### src/rtl/nn_lstm_cell_framed.sv
// nn_lstm_cell_framed: framed stochastic LSTM cell with saturating gate/state counters
// Inputs : CLK, INIT (async active-low reset), start, clear_state, a, a_last,
//          W_X/SIGN_W_X, W_R/SIGN_W_R, BETA/SIGN_BETA (gate k packed at slice k: f,i,g,o)
// Outputs: gate_bits {o,g,i,f}, state_bit, a_out, busy, step_done, result_count
module nn_lstm_cell_framed #(
    parameter int N         = 4,
    parameter int NR        = 4,
    parameter int ACC_W     = 4,
    parameter int FRAME_LEN = 16,
    parameter int CNT_W     = 5
) (
    input  logic              CLK,
    input  logic              INIT,
    input  logic              start,
    input  logic              clear_state,
    input  logic [N-1:0]      a,
    input  logic [NR-1:0]     a_last,
    input  logic [4*N-1:0]    W_X,
    input  logic [4*N-1:0]    SIGN_W_X,
    input  logic [4*NR-1:0]   W_R,
    input  logic [4*NR-1:0]   SIGN_W_R,
    input  logic [3:0]        BETA,
    input  logic [3:0]        SIGN_BETA,
    output logic [3:0]        gate_bits,
    output logic              state_bit,
    output logic              a_out,
    output logic              busy,
    output logic              step_done,
    output logic [CNT_W-1:0]  result_count
);
    // working width covers accumulator plus the largest per-cycle term sum without overflow
    localparam int SW = ACC_W + $clog2(N + NR + 2) + 2;
    localparam int CW = $clog2(FRAME_LEN);
    localparam logic signed [SW-1:0] AMAX = SW'((2 ** (ACC_W - 1)) - 1);
    localparam logic signed [SW-1:0] AMIN = ~AMAX;

    logic signed [ACC_W-1:0] acc [4];
    logic signed [ACC_W-1:0] s_acc;
    logic signed [SW-1:0]    sum [4];
    logic signed [SW-1:0]    nxt [4];
    logic signed [SW-1:0]    s_nxt;
    logic signed [SW-1:0]    term;
    logic [CW-1:0]           cnt;
    logic [CNT_W-1:0]        run;
    logic                    y;

    function automatic logic signed [ACC_W-1:0] sat(input logic signed [SW-1:0] v);
        return v > AMAX ? ACC_W'(AMAX) : v < AMIN ? ACC_W'(AMIN) : v[ACC_W-1:0];
    endfunction

    // strictly positive: sign bit clear and not zero
    always_comb begin
        for (int k = 0; k < 4; k++) gate_bits[k] = !acc[k][ACC_W-1] && |acc[k];
        state_bit = !s_acc[ACC_W-1] && |s_acc;
        y = state_bit & gate_bits[3];
    end

    always_comb begin
        term = '0;
        for (int k = 0; k < 4; k++) begin
            sum[k] = SIGN_BETA[k] ? -SW'(BETA[k]) : SW'(BETA[k]);
            for (int j = 0; j < N; j++) begin
                term = SW'(a[j] & W_X[k*N+j]);
                sum[k] = SIGN_W_X[k*N+j] ? sum[k] - term : sum[k] + term;
            end
            for (int j = 0; j < NR; j++) begin
                term = SW'(a_last[j] & W_R[k*NR+j]);
                sum[k] = SIGN_W_R[k*NR+j] ? sum[k] - term : sum[k] + term;
            end
            nxt[k] = SW'(acc[k]) + sum[k] - SW'(gate_bits[k]);
        end
        s_nxt = SW'(s_acc) + SW'(gate_bits[0] & state_bit) + SW'(gate_bits[1] & gate_bits[2]) - SW'(state_bit);
    end

    always_ff @(posedge CLK or negedge INIT) begin
        if (!INIT) begin
            busy         <= 1'b0;
            step_done    <= 1'b0;
            a_out        <= 1'b0;
            result_count <= '0;
            cnt          <= '0;
            run          <= '0;
            s_acc        <= '0;
            for (int k = 0; k < 4; k++) acc[k] <= '0;
        end else begin
            step_done <= 1'b0;
            a_out     <= busy & y;
            if (!busy) begin
                if (start) begin
                    busy <= 1'b1;
                    cnt  <= '0;
                    run  <= '0;
                    for (int k = 0; k < 4; k++) acc[k] <= '0;
                    if (clear_state) s_acc <= '0;
                end
            end else begin
                for (int k = 0; k < 4; k++) acc[k] <= sat(nxt[k]);
                s_acc <= sat(s_nxt);
                run   <= run + CNT_W'(y);
                if (cnt == CW'(FRAME_LEN - 1)) begin
                    busy         <= 1'b0;
                    step_done    <= 1'b1;
                    result_count <= run + CNT_W'(y);
                end else begin
                    cnt <= cnt + 1'b1;
                end
            end
        end
    end
endmodule

### config.mk
export PLATFORM = sky130hd
export DESIGN_NAME = nn_lstm_cell_framed
export DESIGN_NICKNAME = d
export VERILOG_FILES = /design/src/rtl/nn_lstm_cell_framed.sv
export SDC_FILE = /design/constraint.sdc
export NUM_CORES = 1
export LEC_CHECK = 0
export CAP_MARGIN = 5
export CORE_MARGIN = 2
export CORE_UTILIZATION = 35
export CTS_CLUSTER_SIZE = 25
export DETAILED_ROUTE_END_ITERATION = 16
export PLACE_DENSITY = 0.62
export SKIP_LAST_GASP = 1
export SLEW_MARGIN = 20
export SYNTH_ARGS = -nofsm -noshare
export SYNTH_HDL_FRONTEND = slang
export SYNTH_SLANG_ARGS = --single-unit
### constraint.sdc
create_clock -name CLK -period 3.4 [get_ports CLK]
set_input_delay 0.51 -clock CLK [delete_from_list [all_inputs] [get_ports CLK]]
set_output_delay 0.51 -clock CLK [all_outputs]
set_load 0.01 [all_outputs]
Word level (Yosys, flattened, before mapping) --
Cells that the tools add are included.
Word-level totals: output and inout bits 13, input port bits 84, logic and storage cells 221, bits in registers 37
Cells by class: $add $sub $neg 81, $lt $le $gt $ge 10, reduce and logical (&&, ||, !) cells 20, bitwise logic cells 36, eq/ne operators 2, mux-type cells 61
Operators by type and width (number):
- $mux 10 | 36
- $add 10x2->10 | 32
- $sub 10x2->10 | 32
- $mux 4 | 16
- $add 10x10->10 | 4
- $gt 10x4->1 const B | 4
- $lt 10x4->1 const B | 4
- $neg 1->10 | 4
- $sub 10x1->10 | 4
- $and 1x1->1 | 36
- $mux 16 | 2
- $reduce_or 4->1 | 5
- $mux 5 | 2
- $gt 7x4->1 const B | 1
- $lt 7x4->1 const B | 1
- $sub 6x2->7 | 1
- $add 5x2->6 | 1
- $reduce_and 2->1 | 3
- $add 4x2->5 | 1
- $add 5x1->5 | 1
- $logic_and 1x1->1 | 5
- $logic_not 1->1 | 5
- $mux 1 | 5
- $add 4x1->4 const B | 1
- other kinds (3) | 4

Longest topological paths before layout --
depth after elaboration 24, depth in mapped cells 48, gate-level depth less buffers 48

Least setup slack after synthesis --
No wires, ideal clock.
kind input-to-reg, start in a[0], end reg acc[10] (netlist name), arrival 8.654 ns, setup time 0.126 ns, setup slack -5.380 ns, stages 43, buffers on the path 0, data required time 3.274 ns, cell sequence and2_1 > ha_1 > fa_1 > fa_1 > inv_1 > fa_1 > ha_1 > nor2b_1 > o21ai_0 > nand2b_1 > xor2_1 > ha_1 > and3_1 > a21oi_1 > and3b_1 > xnor2_1 > ha_1 > o21a_1 > [7 not listed] > o21ai_0 > a21oi_1 > nor2_1 > ha_1 > a21oi_1 > o21bai_1 > a21oi_1 > xor2_1 > ha_1 > xnor2_1 > xnor2_1 > xnor2_1 > xnor2_1 > xnor3_1 > xnor3_1 > xnor2_2 > a21oi_2 > a221o_1
On the way: cells in the longest elaborated chain, start to end 23, elaborated cells between the ends (all ways) 32, classes of those cells add/sub (18); order compare (2); mux (11); bitwise (1)
Ends and longest elaborated chain:
- start: declaration | line 16 | input logic [N-1:0] a,
- $and 1x1->1 * | line 63 | term = SW'(a[j] & W_X[k*N+j]);
- $add 10x2->10 or $sub 10x2->10 (tied branches) | line 64 | sum[k] = SIGN_W_X[k*N+j] ? sum[k] - term : sum[k] + term;
- $mux 10 * | line 64
- $add 10x2->10 or $sub 10x2->10 (tied branches) | line 64
- $mux 10 * | line 64
- $add 10x2->10 or $sub 10x2->10 (tied branches) | line 64
- $mux 10 * | line 64
- $add 10x2->10 or $sub 10x2->10 (tied branches) | line 64
- [7 not listed]
- $add 10x2->10 or $sub 10x2->10 (tied branches) | line 68 | sum[k] = SIGN_W_R[k*NR+j] ? sum[k] - term : sum[k] + term;
- $mux 10 * | line 68
- $add 10x10->10 * | line 70 | nxt[k] = SW'(acc[k]) + sum[k] - SW'(gate_bits[k]);
- $sub 10x1->10 * | line 70
- $lt 10x4->1 | line 48 | return v > AMAX ? ACC_W'(AMAX) : v < AMIN ? ACC_W'(AMIN) : v[ACC_W-1:0];
- $mux 4 | line 48
- $mux 4 * | line 48
- $mux 16 * | line 88 | if (!busy) begin
- end: declaration | line 37 | logic signed [ACC_W-1:0] acc [4];
Every way passes the cells marked *; elsewhere a longest branch is shown, timed or not. A chain may end at the register's enable or synchronous reset.

Final worst setup path --
Same ends and word-level chain as after synthesis.

==> run summary <==
==================================================================================================
DRC Markers .........................................................................            0
Die Ht ..............................................................................       207 µm
Die area ............................................................................   0.0428 mm²
Final GP Congestion .................................................................        0.816
Worst slew pin tran .................................................................     0.832 ns
Net count after synthesis ...........................................................         2260
Cell repeated most along the worst path .............................................         ha_1
GRT Overall Usage ...................................................................        0.165
Mean cell area of the mapped netlist ................................................     8.02 µm²
Cell with the biggest individual delay on the critical path .........................        or4_4
Critical Path Start Type ............................................................   input port
Most common cell after layout, fill and taps aside ..................................        buf_4
Total count of max-transition violations in the final report ........................            0
Accumulated negative setup slack ....................................................    -83.81 ns
Post-layout minimum cycle time ......................................................      8.91 ns
Final setup viols ...................................................................           16
Wire length per cell after detailed routing .........................................      12.5 µm
Worst slack at placement ............................................................     -6.32 ns
Worst Setup Slack, final ............................................................     -5.51 ns
Number of enable flip-flop cells after synthesis ....................................            0
Clock Sink Count ....................................................................           37
Detailed-placement wirelength estimate ..............................................     30600 µm
Period Utilization, post-route ......................................................         2.62
CTS Root Cell .......................................................................    clkbuf_16
Fmax ................................................................................    0.112 GHz
Maximum fanout along the worst path .................................................            3
Total standard cell area after synthesis ............................................   0.0144 mm²
Row cnt .............................................................................           74
Clock transition time at the flip-flop clock pins of the worst setup and hold paths .      0.05 ns
Arrival time reported for the critical path endpoint ................................      9.07 ns
Top library cells by usage in the layout, fill and taps aside ....................... buf_4, ha_1, inv_1, xnor2_1, a21oi_1
Share of synthesized area occupied by flip-flops and latches ........................       0.0643
Largest net degree at the start of global routing ...................................           38
Number of endpoints with negative hold slack in the final report ....................            0
#FFs+latches synth ..................................................................           37
CTS tree ............................................................................         done
Post-layout net count ...............................................................         2810
Gate count of the mapped netlist ....................................................         1796
I/O pin count .......................................................................           97
Stage delay of the slowest cell on the critical path ................................      0.52 ns
Layout Skew .........................................................................   0.00313 ns
Layout cells sized above 1 ..........................................................        0.287
Vias per cell .......................................................................         4.89
Wire length of the first global-routing pass ........................................     60000 µm
Post-detailed-routing wire length ...................................................     36000 µm
Number of port buffers ..............................................................           96
Antenna violations before repair ....................................................            4
Clock Path Buffers ..................................................................            2
MaxCap Viol Count ...................................................................            0
Layout Cells excl Fill ..............................................................         2877
Violated checks ..................................................................... setup timing
Number of clock buffers inserted by TritonCTS .......................................            5
Worst min-delay path class .......................................................... input port to async pin
Inst Count DP .......................................................................         2822
Initial core utilization ............................................................        0.353
Vias in the first global route ......................................................        14100
Normalized max-slew margin ..........................................................        0.445
WS Path Type ........................................................................ input port to flip-flop
Crit. End Element ...................................................................    flip-flop
Total congestion overflow ...........................................................            0
DRT Pass-1 Iters ....................................................................            4
Worst endpoint required time ........................................................      3.56 ns
Number of H-tree levels .............................................................            2
Unrepaired setup endpoints after global routing .....................................         true
Total of warnings raised by yosys ...................................................            0
Floorplan Core Area .................................................................   0.0407 mm²
Signed area change from the synthesized netlist to the final layout .................        42.8%
Skew-Pair Late Insertion Delay ......................................................      0.28 ns
Primary FF master, synth ............................................................      dfrtp_1
Share of synthesized registers carrying an async set or reset .......................         1.00
Number of distinct library cells after synthesis ....................................           61
Total inserted antenna cells ........................................................            0
Count of routing violations after the opening detailed-route iteration ..............          444
Post-route ant nets .................................................................            0
Total via count after detailed routing ..............................................        14100
Run status .......................................................................... finished with violations
Die boundary width ..................................................................       207 µm
==================================================================================================
-- cell usage after synthesis, types with 5 or more instances --
| cell type | n | area share |
|---|---|---|
| fa_1 | 50 | 0.070 |
| a21oi_1 | 164 | 0.057 |
| nand3b_1 | 19 | 0.0099 |
| and2_1 | 39 | 0.017 |
| a211oi_1 | 7 | 0.0037 |
| ha_1 | 330 | 0.29 |
| a221o_1 | 7 | 0.0049 |
| nor3_1 | 28 | 0.0097 |
| or2_2 | 5 | 0.0022 |
| o21ai_0 | 99 | 0.034 |
| a21boi_0 | 7 | 0.0037 |
| nand2b_1 | 48 | 0.021 |
| inv_1 | 221 | 0.058 |
| nor2b_1 | 47 | 0.020 |
| o21ai_1 | 7 | 0.0024 |
| nand2_1 | 80 | 0.021 |
| and3_1 | 7 | 0.0030 |
| o31a_1 | 8 | 0.0049 |
| nor2_1 | 114 | 0.030 |
| xor2_1 | 71 | 0.043 |
| o21a_1 | 25 | 0.013 |
| dfrtp_1 | 37 | 0.064 |
| mux2i_1 | 6 | 0.0042 |
| xnor2_1 | 168 | 0.10 |
| xnor3_1 | 8 | 0.013 |
| a21o_1 | 51 | 0.027 |
| nand3_1 | 22 | 0.0076 |
| or4_1 | 5 | 0.0026 |
| o21bai_1 | 39 | 0.020 |
| a31oi_1 | 17 | 0.0074 |
-- metal layers --
metal,share of wire,track usage
met5,0.00036,0
met4,0.015,0.0294
met3,0.023,0.00973
met2,0.51,0.317
met1,0.45,0.204
-- worst paths after layout --
path / start / to / slack, ns / depth (start not counted)
max: a[0] / acc[10] / -5.51 / 40
min: INIT / s_acc[1] / 0.33 / 1
max reg2reg: acc[12] / acc[13] / -0.22 / 16
min reg2reg: result_count[1] / result_count[1] / 0.49 / 2
max in group asynchronous: INIT / acc[4] / 2.54 / 1
min in group CLK: result_count[1] / result_count[1] / 0.49 / 2
-- state kept, by name (all words and copies together) (netlist names) --
name / cells
a_out: 1
acc: 16
busy: 1
s_acc: 4
result_count: 5
cnt: 4
step_done: 1
run: 5
-- timing repair --
item / CTS / global route
pin swaps: 159 / 168
setup endpoints to repair: 16 / 16
cloned: 0 / 0
hold buffers: 0 / 0
gates resized for setup: 116 / 92
buffers inserted: 33 / 18
-- per-stage QoR --
stage	cell area [µm²]	utilization	hold WS [ns]
finish	20600	0.504	0.331
global route	20600	0.504	0.394
CTS	20000	0.492	0.346
detailed placement	19400	0.476	0.482
global placement	19400	0.476	0.475
floorplan	14700	-	0.214
-- final cells by class --
type | count | area (µm²)
timing repair buffer | 547 | 4420
clock buffer | 5 | 125
sequential | 37 | 926
clock inverter | 1 | 5.00
inverter | 222 | 833
tap | 532 | 666
fill | 3867 | 20200
multi-input combinational | 1533 | 13600
-- logic make-up (layout without fill, tap and decap cells) --
group	count (synthesis)	count (layout)	share of synthesized area
compound gates	469	469	0.205
xor+xnor	248	248	0.159
buf+inv	226	775	0.0589
flops	37	37	0.0643
mux	7	7	0.00495
fa+ha+maj	380	380	0.356
simple gates	429	429	0.152
-- critical path, delay by kind of cell --
family          cells  cell delay, ns
buf+inv             4            0.41
compound gates     12            1.99
fa+ha+maj          12            3.82
xor+xnor            7            1.40
simple gates        5            0.92
Power is left out: the tool's default activity adds up to more than one toggle a clock period on the data nets, which glitch-free logic cannot reach.
